[src/rtl/mips_pkg.sv]
// Shared definitions for the multicycle MIPS core: default widths, instruction
// field positions and the memory fetch-unit state type.
package mips_pkg;

  localparam int MIPS_ADDR_W = 16;
  localparam int MIPS_DATA_W = 16;

  // Instruction field positions, also used by the control FSM decoder.
  localparam int OPCODE_MSB = 15;
  localparam int OPCODE_LSB = 12;
  localparam int FUNC_MSB   = 3;
  localparam int FUNC_LSB   = 0;

  typedef enum logic {
    ST_IDLE = 1'b0,
    ST_BUSY = 1'b1
  } fetch_state_e;

endpackage

[src/rtl/mips_mem_fetch_unit.sv]
// PC/IR/MDR owner for the multicycle MIPS core; converts FSM memory strobes into
// a req/ready memory transaction. Optional abort-on-timeout: MIPS_MEM_TIMEOUT_EN.
module mips_mem_fetch_unit
  import mips_pkg::*;
#(
  parameter int                ADDR_W         = MIPS_ADDR_W,
  parameter int                DATA_W         = MIPS_DATA_W,
  parameter logic [ADDR_W-1:0] RESET_PC       = '0,
  parameter int                TIMEOUT_CYCLES = 64
) (
  input  logic              clk,
  input  logic              rst,
  input  logic              MemRead,
  input  logic              MemWrite,
  input  logic              IRwrite,
  input  logic              IorD,
  input  logic              PCWrite,
  input  logic [ADDR_W-1:0] pc_next,
  input  logic [ADDR_W-1:0] data_addr,
  input  logic [DATA_W-1:0] wdata,
  input  logic [DATA_W-1:0] mem_rdata,
  input  logic              mem_ready,
  output logic              mem_req,
  output logic              mem_we,
  output logic [ADDR_W-1:0] mem_addr,
  output logic [DATA_W-1:0] mem_wdata,
  output logic [ADDR_W-1:0] pc,
  output logic [DATA_W-1:0] ir,
  output logic [DATA_W-1:0] mdr,
  output logic [3:0]        opcode,
  output logic [3:0]        func_field,
  output logic              stall,
  output logic              mem_err,
  output fetch_state_e      dbg_state
);

  // Memory handshake: mem_req/mem_we/mem_addr/mem_wdata are registered and held
  // stable from the request edge until the edge at which mem_ready is sampled
  // high while BUSY; mem_rdata is only taken in that same cycle. mem_ready
  // seen while IDLE carries no transaction and is ignored.

  fetch_state_e      r_state;
  fetch_state_e      w_next_state;
  logic              w_start;
  logic              w_done;
  logic              w_timeout;
  logic              w_stall;

  logic              r_mem_req;
  logic              r_mem_we;
  logic [ADDR_W-1:0] r_mem_addr;
  logic [DATA_W-1:0] r_mem_wdata;
  logic              r_ir_cap;
  logic [ADDR_W-1:0] r_pc;
  logic [DATA_W-1:0] r_ir;
  logic [DATA_W-1:0] r_mdr;

`ifdef MIPS_MEM_TIMEOUT_EN
  localparam int                TCNT_W    = $clog2(TIMEOUT_CYCLES) + 1;
  localparam logic [TCNT_W-1:0] TCNT_LAST = TCNT_W'(TIMEOUT_CYCLES - 1);
  logic [TCNT_W-1:0] r_tcnt;
  logic              r_mem_err;
`else
  logic              w_unused_timeout;
  assign w_unused_timeout = (TIMEOUT_CYCLES == 0);
`endif

  always_ff @(posedge clk) begin
    if (rst) r_state <= ST_IDLE;
    else     r_state <= w_next_state;
  end

  always_comb begin
    w_next_state = r_state;
    w_start      = 1'b0;
    w_done       = 1'b0;
    w_timeout    = 1'b0;
    case (r_state)
      ST_IDLE: begin
        if (MemRead | MemWrite) begin
          w_start      = 1'b1;
          w_next_state = ST_BUSY;
        end
      end
      ST_BUSY: begin
        if (mem_ready) begin
          w_done       = 1'b1;
          w_next_state = ST_IDLE;
        end
`ifdef MIPS_MEM_TIMEOUT_EN
        else if (r_tcnt == TCNT_LAST) begin
          w_timeout    = 1'b1;
          w_next_state = ST_IDLE;
        end
`endif
      end
      default: w_next_state = ST_IDLE;
    endcase
  end

  // A completing or aborting BUSY cycle releases the FSM in that same cycle.
  assign w_stall = w_start | ((r_state == ST_BUSY) & ~w_done & ~w_timeout);

  always_ff @(posedge clk) begin
    if (rst) begin
      r_mem_req   <= 1'b0;
      r_mem_we    <= 1'b0;
      r_mem_addr  <= '0;
      r_mem_wdata <= '0;
      r_ir_cap    <= 1'b0;
      r_pc        <= RESET_PC;
      r_ir        <= '0;
      r_mdr       <= '0;
    end else begin
      if (w_start) begin
        r_mem_req   <= 1'b1;
        r_mem_we    <= MemWrite;
        r_mem_addr  <= IorD ? data_addr : r_pc;
        r_mem_wdata <= wdata;
        // A simultaneous write wins, so the read half never lands in IR.
        r_ir_cap    <= IRwrite & ~MemWrite;
      end else if (w_done) begin
        r_mem_req <= 1'b0;
        if (!r_mem_we) begin
          r_mdr <= mem_rdata;
          if (r_ir_cap) r_ir <= mem_rdata;
        end
      end else if (w_timeout) begin
        r_mem_req <= 1'b0;
      end
      if (PCWrite && !w_stall) r_pc <= pc_next;
    end
  end

`ifdef MIPS_MEM_TIMEOUT_EN
  always_ff @(posedge clk) begin
    if (rst) begin
      r_tcnt    <= '0;
      r_mem_err <= 1'b0;
    end else begin
      if (w_start)                  r_tcnt <= '0;
      else if (r_state == ST_BUSY)  r_tcnt <= r_tcnt + TCNT_W'(1);
      if (w_timeout) r_mem_err <= 1'b1;
    end
  end
  assign mem_err = r_mem_err;
`else
  assign mem_err = 1'b0;
`endif

  assign mem_req    = r_mem_req;
  assign mem_we     = r_mem_we;
  assign mem_addr   = r_mem_addr;
  assign mem_wdata  = r_mem_wdata;
  assign pc         = r_pc;
  assign ir         = r_ir;
  assign mdr        = r_mdr;
  assign opcode     = r_ir[OPCODE_MSB:OPCODE_LSB];
  assign func_field = r_ir[FUNC_MSB:FUNC_LSB];
  assign stall      = w_stall;
  assign dbg_state  = r_state;

endmodule

[config.mk]
export PLATFORM = sky130hd
export DESIGN_NAME = mips_mem_fetch_unit
export DESIGN_NICKNAME = d
export VERILOG_FILES = /design/src/rtl/mips_pkg.sv /design/src/rtl/mips_mem_fetch_unit.sv
export SDC_FILE = /design/constraint.sdc
export NUM_CORES = 1
export LEC_CHECK = 0
export BUFFER_PORTS_ARGS = -buffer_cell sky130_fd_sc_hd__buf_2
export CAP_MARGIN = 20
export CORE_ASPECT_RATIO = 2
export CORE_UTILIZATION = 47
export CTS_BUF_LIST = sky130_fd_sc_hd__clkbuf_2 sky130_fd_sc_hd__clkbuf_4 sky130_fd_sc_hd__clkbuf_8
export DETAILED_ROUTE_END_ITERATION = 16
export PLACE_DENSITY_LB_ADDON = 0.08
export SLEW_MARGIN = 20
export SYNTH_ARGS = -nofsm -noshare
export SYNTH_HDL_FRONTEND = slang
export SYNTH_SLANG_ARGS = --single-unit
[constraint.sdc]
create_clock -name clk -period 1.63 [get_ports clk]
set_input_delay 0.163 -clock clk [delete_from_list [all_inputs] [get_ports clk]]
set_output_delay 0.163 -clock clk [all_outputs]
set_load 0.01 [all_outputs]
==> metrics, run 1 <==
# port buffers approximately 160; initial core utilization 0.4851; Num CTS Buffers 9; mux cell area share after synthesis 0.09888; total number of yosys warnings 0; CTS resizes 0; Placed Instances 604; RSZ-0062 raised after global routing false; Top Layer Used met4; Max stage delay cell, worst path dfxtp_1; # rows between 40 and 50; endpoints failing hold 0; crit-path max FO 9; Mapped Nets 453; Initial DRC Count 156; DR vias 3,019; via density per instance 4.901; Leak Pwr 2.035 nW; WP data arrival ~1400 ps; distinct cell type count after synthesis 24; DR WL/cell approximately 13 microns; flop2flop setup slack 240 ps; Max clock buf depth 2; fin cells 616; Final GP Congestion 0.7447; Hold Path Stages 3; Detailed Place HPWL 5.797 mm; status finished clean; Slew @ Worst Pin 693.6 ps; drt pass-1 iters 4; antenna diode count 0; Pwr per Cell Area between 900 and 1000 nW/um^2; reg2reg path depth 4; Total Neg Setup Slack 0 ps; Synth Area in Simple Gates 0.2101; Slew Limit Fails 0; Post-Syn Area per Cell 8.768 sq um; Setup crit end kind output port; Die X 61.62 microns; XOR/XNOR share of the synthesized area 0; Max Cap Violations 0; clk slew on worst S/H paths ~80 ps; Synth Area in Adders 0; GRT Util Overall 0.2119; period utilisation layout 0.9552; Final Critical Period 1557 ps; layout cell share with drive strength beyond 1 0.3555; Synth Area in Compound Gates 0.1206; met2 WL 4.129 mm; normalized max-slew margin 0.5373; Syn Inst Count 381; TritonCTS clock tree yes; Remaining DRCs 0; area growth from synthesis to layout 28.69%; total die area 7470 sq um; met3 WL 488 microns; largest family of logic cells by synthesized area simple AND/OR/NAND/NOR gates; initial antenna violation count 0; register area share after synthesis 0.5034; Yosys reg bits 84; fin nets a little under 600; final WL 7.790 mm; clock skew after layout between 6 and 7 ps; root buffer cell clkbuf_8; critical path's top delay family simple AND/OR/NAND/NOR gates; cell count along the critical path 3; maximum VDD drop 0.6516 mV; die height around 120 microns; htree depth 3; I/O pin total 165; Largest stage delay, worst path 380 ps; CP Cell Sequence or3_4 -> and2_1 -> buf_2; global-route wire length before repair 11.72 mm; final setup violation count 0; Max Fclk 642.2 MHz; worst skew pair latency roughly 340 ps; Worst Path Required 1470 ps; antenna-violating nets left 0; clock sink count 84; met1 wire length around 3 mm; Synth Cell Area 3341 sq um; Critical Path Start Type register; Hold Path Class input pin to register; vias in the first global route 2,698; Core Area 6887 sq um; Buf+Inv Stages, Crit Path 1; hold buffer count at CTS 0; post-CTS setup buffers 0; Setup CP Type register to output port; gr ovfl total 0; largest net degree at the start of global routing 67
-- path summary, 6_finish.rpt --
check | from | endpoint
worst min-delay path | wdata[3] | mem_wdata[3]$_SDFFE_PP0P_
worst max-delay path | dbg_state$_SDFF_PP0_ | stall
worst max register to register | dbg_state$_SDFF_PP0_ | pc[12]$_SDFFE_PP0P_
worst min register to register | mem_wdata[2]$_SDFFE_PP0P_ | mem_wdata[2]$_SDFFE_PP0P_
-- tightest hold or removal path, delay by kind of cell --
kind | cells | cell delay (ps)
buffers and inverters | 1 | 100
AO/OA/AOI/OAI | 1 | 50
AND/OR/NAND/NOR | 1 | 50
-- cell families (layout without fill, tap and decap cells) --
family | count (synthesis) | count (layout)
simple gates | 156 | 156
flops | 84 | 84
compound gates | 69 | 69
buf+inv | 38 | 183
mux | 33 | 33
other cells | 1 | 1
-- routing by layer --
| metal | vias up | GRT usage |
|---|---|---|
| met5 | - | 0 |
| met4 | 0 | 0.1139 |
| met3 | 16 | 0.05330 |
| met2 | 106 | 0.3710 |
| met1 | 1369 | 0.2171 |
| li1 | 1528 | - |
-- metrics by stage --
stage,utilization,instance area (sq um),setup WS [ps],power (mW),hold slack (ps)
CTS,0.6243,4299,46.92,4.139,36.56
finish,0.6243,4299,72.95,4.086,55.40
global placement,0.6021,4146,309.5,2.885,406.6
detailed placement,0.6021,4146,253.0,2.900,411.8
global route,0.6243,4299,11.27,4.283,46.78
floorplan,-,3341,189.5,2.632,299.0
-- Yosys cell counts, drive strengths merged --
cell	instances	area, sq um
and4b	1	10.01
a21boi	1	11.26
clkbuf	15	56.30
nand2b	32	200.2
mux2i	33	330.3
o21ba	1	10.01
buf	23	163.9
nor2b	1	6.260
conb	1	3.750
dfxtp	84	1682
and2	1	6.260
and3b	1	8.760
or3	1	11.26
nand4b	1	8.760
nand2	98	367.9
a211oi	16	120.1
nand3b	2	15.01
o21bai	1	11.26
nor2	18	67.56
a21oi	50	250.2
-- where the power goes --
part | internal (mW) | switching, mW
combinational | 0.283 | 0.334
clock | 0.597 | 0.646
sequential | 2.16 | 0.0617
total | 3.04 | 1.04
-- state kept, by name, indices dropped and copies added, names as in the netlist --
register	cells
mem_wdata	16
mdr	16
mem_req	1
r_ir_cap	1
mem_addr	16
dbg_state	1
mem_we	1
pc	16
ir	16
-- cells in the final DEF, fill, tap and decap left out, types with 3 or more instances in the layout --
cell / synthesis / final
buf_2: 10 / 163
nand2_1: 98 / 98
dfxtp_1: 84 / 84
a21oi_1: 50 / 50
mux2i_1: 33 / 33
nand2b_1: 32 / 32
nor2_1: 18 / 18
a211oi_1: 16 / 16
clkbuf_8: 0 / 10
buf_4: 9 / 5
buf_12: 1 / 3
-- cell type report --
| cell class | instances | area, sq um |
|---|---|---|
| clock buffer | 12 | 152.6 |
| fill | 684 | 2587 |
| multi-input combinational | 259 | 1439 |
| sequential | 84 | 1682 |
| tap | 90 | 112.6 |
| timing repair buffer | 171 | 913.4 |
Note: power is estimated with default switching activity, not from simulation.
==> run 2: changes to the inputs <==
--- a/config.mk
+++ b/config.mk
@@ -7,3 +7,3 @@
 export LEC_CHECK = 0
-export BUFFER_PORTS_ARGS = -buffer_cell sky130_fd_sc_hd__buf_2
+export BUFFER_PORTS_ARGS = -buffer_cell sky130_fd_sc_hd__buf_4
 export CAP_MARGIN = 20
==> constraint.sdc (replaced) <==
create_clock -name clk -period 1.63 [get_ports clk]
set_input_delay 0 -clock clk [delete_from_list [all_inputs] [get_ports clk]]
set_output_delay 0 -clock clk [all_outputs]
set_load 0.01 [all_outputs]
==> run 2 against run 1 <==
Against the previous run: combinational power up 35%; final cell count up 8.9%; non-clock buffer count up 52; sequential power about the same; critical path depth up 1; die area unchanged; clock power up 22%; setup slack better by 51 ps; first-iteration DRC count down 17%; cell area up 23%; sequential share of layout area down 7.3 points; critical endpoint is now r_ir_cap$_SDFFE_PP0P_; highest routed layer unchanged.
==> metrics, run 2 (synthesis results as in run 1) <==
Detailed Place HPWL 5.911 mm; GRT Util Overall 0.2359; worst skew pair latency between 300 and 400 ps; Final Critical Period 1506 ps; Num CTS Buffers 9; Initial DRC Count 130; fin nets ~650; cell count along the critical path 4; critical path's top delay family buffers and inverters; status finished clean; total die area about 7500 sq um; Remaining DRCs 0; Hold Path Stages 3; htree depth 3; Max Fclk 663.9 MHz; # rows 43; Largest stage delay, worst path 560 ps; Worst Path Required 1900 ps; Final GP Congestion 0.7442; most common cell after layout, fill and taps aside buf_4; initial core utilization 0.4851; DR vias 3,243; largest net degree at the start of global routing 62; crit-path max FO 9; hold path start data_addr[9]; Max Cap Violations 0; endpoints failing hold 0; TritonCTS clock tree yes; reg-to-reg startpoint dbg_state$_SDFF_PP0_; clk slew on worst S/H paths 70 ps; drt pass-1 iters 4; Setup crit end kind register; maximum VDD drop 0.6555 mV; Max clock buf depth 2; commonest non-fill, non-tap cells in the layout buf_4, nand2_1, dfxtp_1; CP Cell Sequence o21ba_4 -> nand3b_1 -> dlygate4sd3_1 -> a21oi_1; vias in the first global route 2,997; Hold WS 12.42 ps; Slew Limit Fails 0; die height around 120 microns; Slew @ Worst Pin 738.4 ps; Pwr per Cell Area approximately 870 nW/um^2; normalized max-slew margin 0.5074; DR WL/cell around 13 microns; area growth from synthesis to layout 58.46%; clock skew after layout 4.346 ps; period utilisation layout 0.9241; via density per instance 4.833; initial antenna violation count 0; Leak Pwr around 2.3 nW; antenna diode count 0; global-route wire length before repair between 10 and 15 mm; antenna-violating nets left 0; gr ovfl total 0; capturing point of the worst reg2reg path r_ir_cap$_SDFFE_PP0P_; Max stage delay cell, worst path dlygate4sd3_1; I/O pin total 165; Total Neg Setup Slack 0 ps; Die X about 60 microns; Buf+Inv Stages, Crit Path 1; clock sink count 84; root buffer cell clkbuf_8; Critical Path Start Type register; Core Area between 6000 and 7000 sq um; # port buffers 163; final WL just under 9 mm; Setup CP Type register to register; Hold EP mem_addr[9]$_SDFFE_PP0P_; Hold Path Class input pin to register; reg2reg path depth 4; WP data arrival about 1800 ps; RSZ-0062 raised after global routing false; flop2flop setup slack 120 ps; layout cell share with drive strength beyond 1 0.3253; final setup violation count 0
==> run 2: cell types whose count changed in the layout (fill, tap and decap cells not counted) <==
cell	delta
buf_2	-163
o21ba_4	+1
dlygate4sd3_1	+53
clkbuf_8	+2
buf_4	+162
bufinv_16	+1
o21ba_2	-1
==> run 2: layout make-up <==
type                    count  area (sq um)
repair buffers            223          1844
well taps                  90         112.6
clock buffers              14         180.2
flip-flops and latches     84          1682
multi-input cells         259          1445
fillers                   509          1593
clock inverters             1         30.03
==> run 2: routing by layer <==
metal  part of all wire  global-route usage
met4              0.041              0.1458
met5                  0                   0
met1               0.36              0.2137
met3              0.066             0.06823
met2               0.54              0.4261
==> run 2: worst max-delay path by stage <==
stage / startpoint / to
6_report: dbg_state$_SDFF_PP0_ / r_ir_cap$_SDFFE_PP0P_
5_1_grt: dbg_state$_SDFF_PP0_ / r_ir_cap$_SDFFE_PP0P_
4_1_cts: dbg_state$_SDFF_PP0_ / r_ir_cap$_SDFFE_PP0P_
3_5_place_dp: dbg_state$_SDFF_PP0_ / pc[4]$_SDFFE_PP0P_
3_3_place_gp: dbg_state$_SDFF_PP0_ / pc[10]$_SDFFE_PP0P_
2_1_floorplan: dbg_state$_SDFF_PP0_ / pc[10]$_SDFFE_PP0P_
==> run 2: report_power, final <==
group / leakage [nW] / total, mW / switching [mW] / internal [mW]
sequential: 0.687 / 2.23 / 0.0704 / 2.16
combinational: 1.55 / 0.833 / 0.361 / 0.472
clock: 0.110 / 1.51 / 0.652 / 0.861
==> run 2: repair_timing <==
| item | in CTS | in global routing |
|---|---|---|
| hold endpoints to repair | 68 | 0 |
| hold buffers | 53 | 0 |
| endpoints found under the setup margin | 0 | 1 |
| setup buffers | 0 | 0 |
| resized for setup | 0 | 1 |
==> run 2: through the flow <==
step / worst slack (ps) / area (sq um) / power, mW / util / instances
floorplan: 189.5 / 3341 / 2.632 / - / 381
detailed placement: 239.3 / 4547 / 3.007 / 0.6602 / 603
global placement: 300.7 / 4547 / 2.992 / 0.6602 / 603
finish: 123.8 / 5294 / 4.580 / 0.7687 / 671
global route: 14.35 / 5294 / 4.795 / 0.7687 / 671
CTS: 74.63 / 5288 / 4.625 / 0.7678 / 671
==> run 2: worst register-to-register path, cell delays in order (launching register included) <==
cell and delay (ps):
dfxtp_1 380, o21ba_4 290, nand3b_1 80, dlygate4sd3_1 560, a21oi_1 130
==> run 3: changes to the inputs <==
Settings changed: CTS_BUF_LIST sky130_fd_sc_hd__clkbuf_2 sky130_fd_sc_hd__clkbuf_4 sky130_fd_sc_hd__clkbuf_8 to sky130_fd_sc_hd__clkbuf_8.
==> run 3 against run 2 <==
Against the previous run: clock skew about the same; register-to-register slack barely moved; clock power down 3%; non-clock buffer count stayed put; combinational power about the same; sequential cell count did not move; global-route usage did not move; critical path depth did not move; cell area fell by 0.14%; sequential power about the same; final cell count stayed put; first-iteration DRC count is 6.9% higher.
==> metrics, run 3 (synthesis results as in run 1) <==
Leak Pwr ~2.3 nW; # rows 43; Setup CP Type register to register; Setup crit end kind register; root buffer cell clkbuf_8; largest net degree at the start of global routing 62; gr ovfl total 0; endpoints failing hold 0; Core Area between 6000 and 7000 sq um; total die area 7470 sq um; antenna-violating nets left 0; most common cell after layout, fill and taps aside buf_4; Remaining DRCs 0; reg2reg path depth 4; final WL 8.743 mm; capturing point of the worst reg2reg path r_ir_cap$_SDFFE_PP0P_; Final WS setup 123.8 ps; fin cells roughly 670; design area 5286 sq um; flop2flop setup slack 120 ps; reg-to-reg startpoint dbg_state$_SDFF_PP0_; drt pass-1 iters 4; I/O pin total 165; Pwr per Cell Area 857.9 nW/um^2; Die X 61.62 microns; Final Critical Period 1506 ps; Slew Limit Fails 0; worst skew pair latency 340 ps; antenna diode count 0; normalized max-slew margin 0.5074; final setup violation count 0; Critical Path Start dbg_state$_SDFF_PP0_; Multi-input gate area 1445 sq um; Post-DP Area 4547 sq um; Detailed Place HPWL roughly 6 mm; DR vias 3,238; clock sink count 84; die height about 120 microns; Total Neg Setup Slack 0 ps; global-route wire length before repair roughly 13 mm; Max Fclk 663.9 MHz; initial antenna violation count 0; DR WL/cell ~13 microns; Slew @ Worst Pin approximately 740 ps; worst slack at placement around 240 ps; Initial DRC Count 139; layout cell share with drive strength beyond 1 0.3219; area growth from synthesis to layout 58.24%; WP data arrival 1780 ps; Hold Path Class input pin to register; via density per instance 4.826; # port buffers 163; post-CTS setup buffers 0; hold path start data_addr[2]; status finished clean; htree depth 3; commonest non-fill, non-tap cells in the layout buf_4, nand2_1, dfxtp_1; initial core utilization 0.4851; Reg area approximately 1700 sq um; Critical Path Start Type register; clock skew after layout 4.398 ps; Final GP Congestion 0.7442; crit-path max FO 9; GRT Util Overall 0.2359; Max Cap Violations 0; Max clock buf depth 2; TritonCTS clock tree yes; period utilisation layout 0.9241; Placed Instances 603; Num CTS Buffers 9; RSZ-0062 raised after global routing false; Hold EP mem_addr[2]$_SDFFE_PP0P_; Hold Path Stages 3; clk slew on worst S/H paths 70 ps; maximum VDD drop 0.6554 mV; vias in the first global route 2,998; Worst Path Required 1900 ps; Fillers a little over 500; fin nets 649
## run 3: cell count changes in the layout (fill, tap and decap cells not counted), sizes merged
cell	before	now
inv	0	2
clkbuf	14	12
## run 3: cell type report
| cell class | count | area share |
|---|---|---|
| Timing Repair Buffer | 223 | 0.3489 |
| Sequential cell | 84 | 0.3181 |
| Multi-Input combinational cell | 259 | 0.2734 |
| Clock buffer | 12 | 0.03124 |
| Tap cell | 90 | 0.02130 |
| Clock inverter | 3 | 0.007101 |
## run 3: repair_timing
item / in CTS / in global routing
endpoints found under the setup margin: 0 / 1
resized for setup: 0 / 1
endpoints found under the hold margin: 68 / 0
hold buffers: 53 / 0
## run 3: power breakdown
group	switching (mW)	internal, mW	total [mW]
clock	0.653	0.815	1.47
sequential	0.0703	2.16	2.23
combinational	0.361	0.472	0.832
total	1.08	3.45	4.54
## run 3: worst max-delay path by stage
stage,endpoint,cells past startpoint
floorplan,pc[10]$_SDFFE_PP0P_,6
global placement,pc[10]$_SDFFE_PP0P_,4
detailed placement,pc[4]$_SDFFE_PP0P_,4
CTS,r_ir_cap$_SDFFE_PP0P_,4
global route,r_ir_cap$_SDFFE_PP0P_,4
finish,r_ir_cap$_SDFFE_PP0P_,4
## run 3: through the flow
stage | power, mW | util | hold slack, ps
global placement | 2.992 | 0.6602 | 247.7
CTS | 4.579 | 0.7667 | 1.176
finish | 4.535 | 0.7676 | 12.58
floorplan | 2.632 | - | 136.0
detailed placement | 3.007 | 0.6602 | 256.5
global route | 4.751 | 0.7676 | 14.98
## run 3: routing by layer
| layer | vias up | track usage | wire length, microns |
|---|---|---|---|
| li1 | 1628 | - | - |
| met3 | 27 | 0.06823 | 579 |
| met1 | 1451 | 0.2137 | 3135 |
| met5 | - | 0 | 0 |
| met2 | 132 | 0.4261 | 4680 |
| met4 | 0 | 0.1458 | 348 |
## run 3: worst max-delay path, cell delays in order, from the launching register on
cell           delay, ps
dfxtp_1              380
o21ba_4              290
nand3b_1              80
dlygate4sd3_1        560
a21oi_1              130
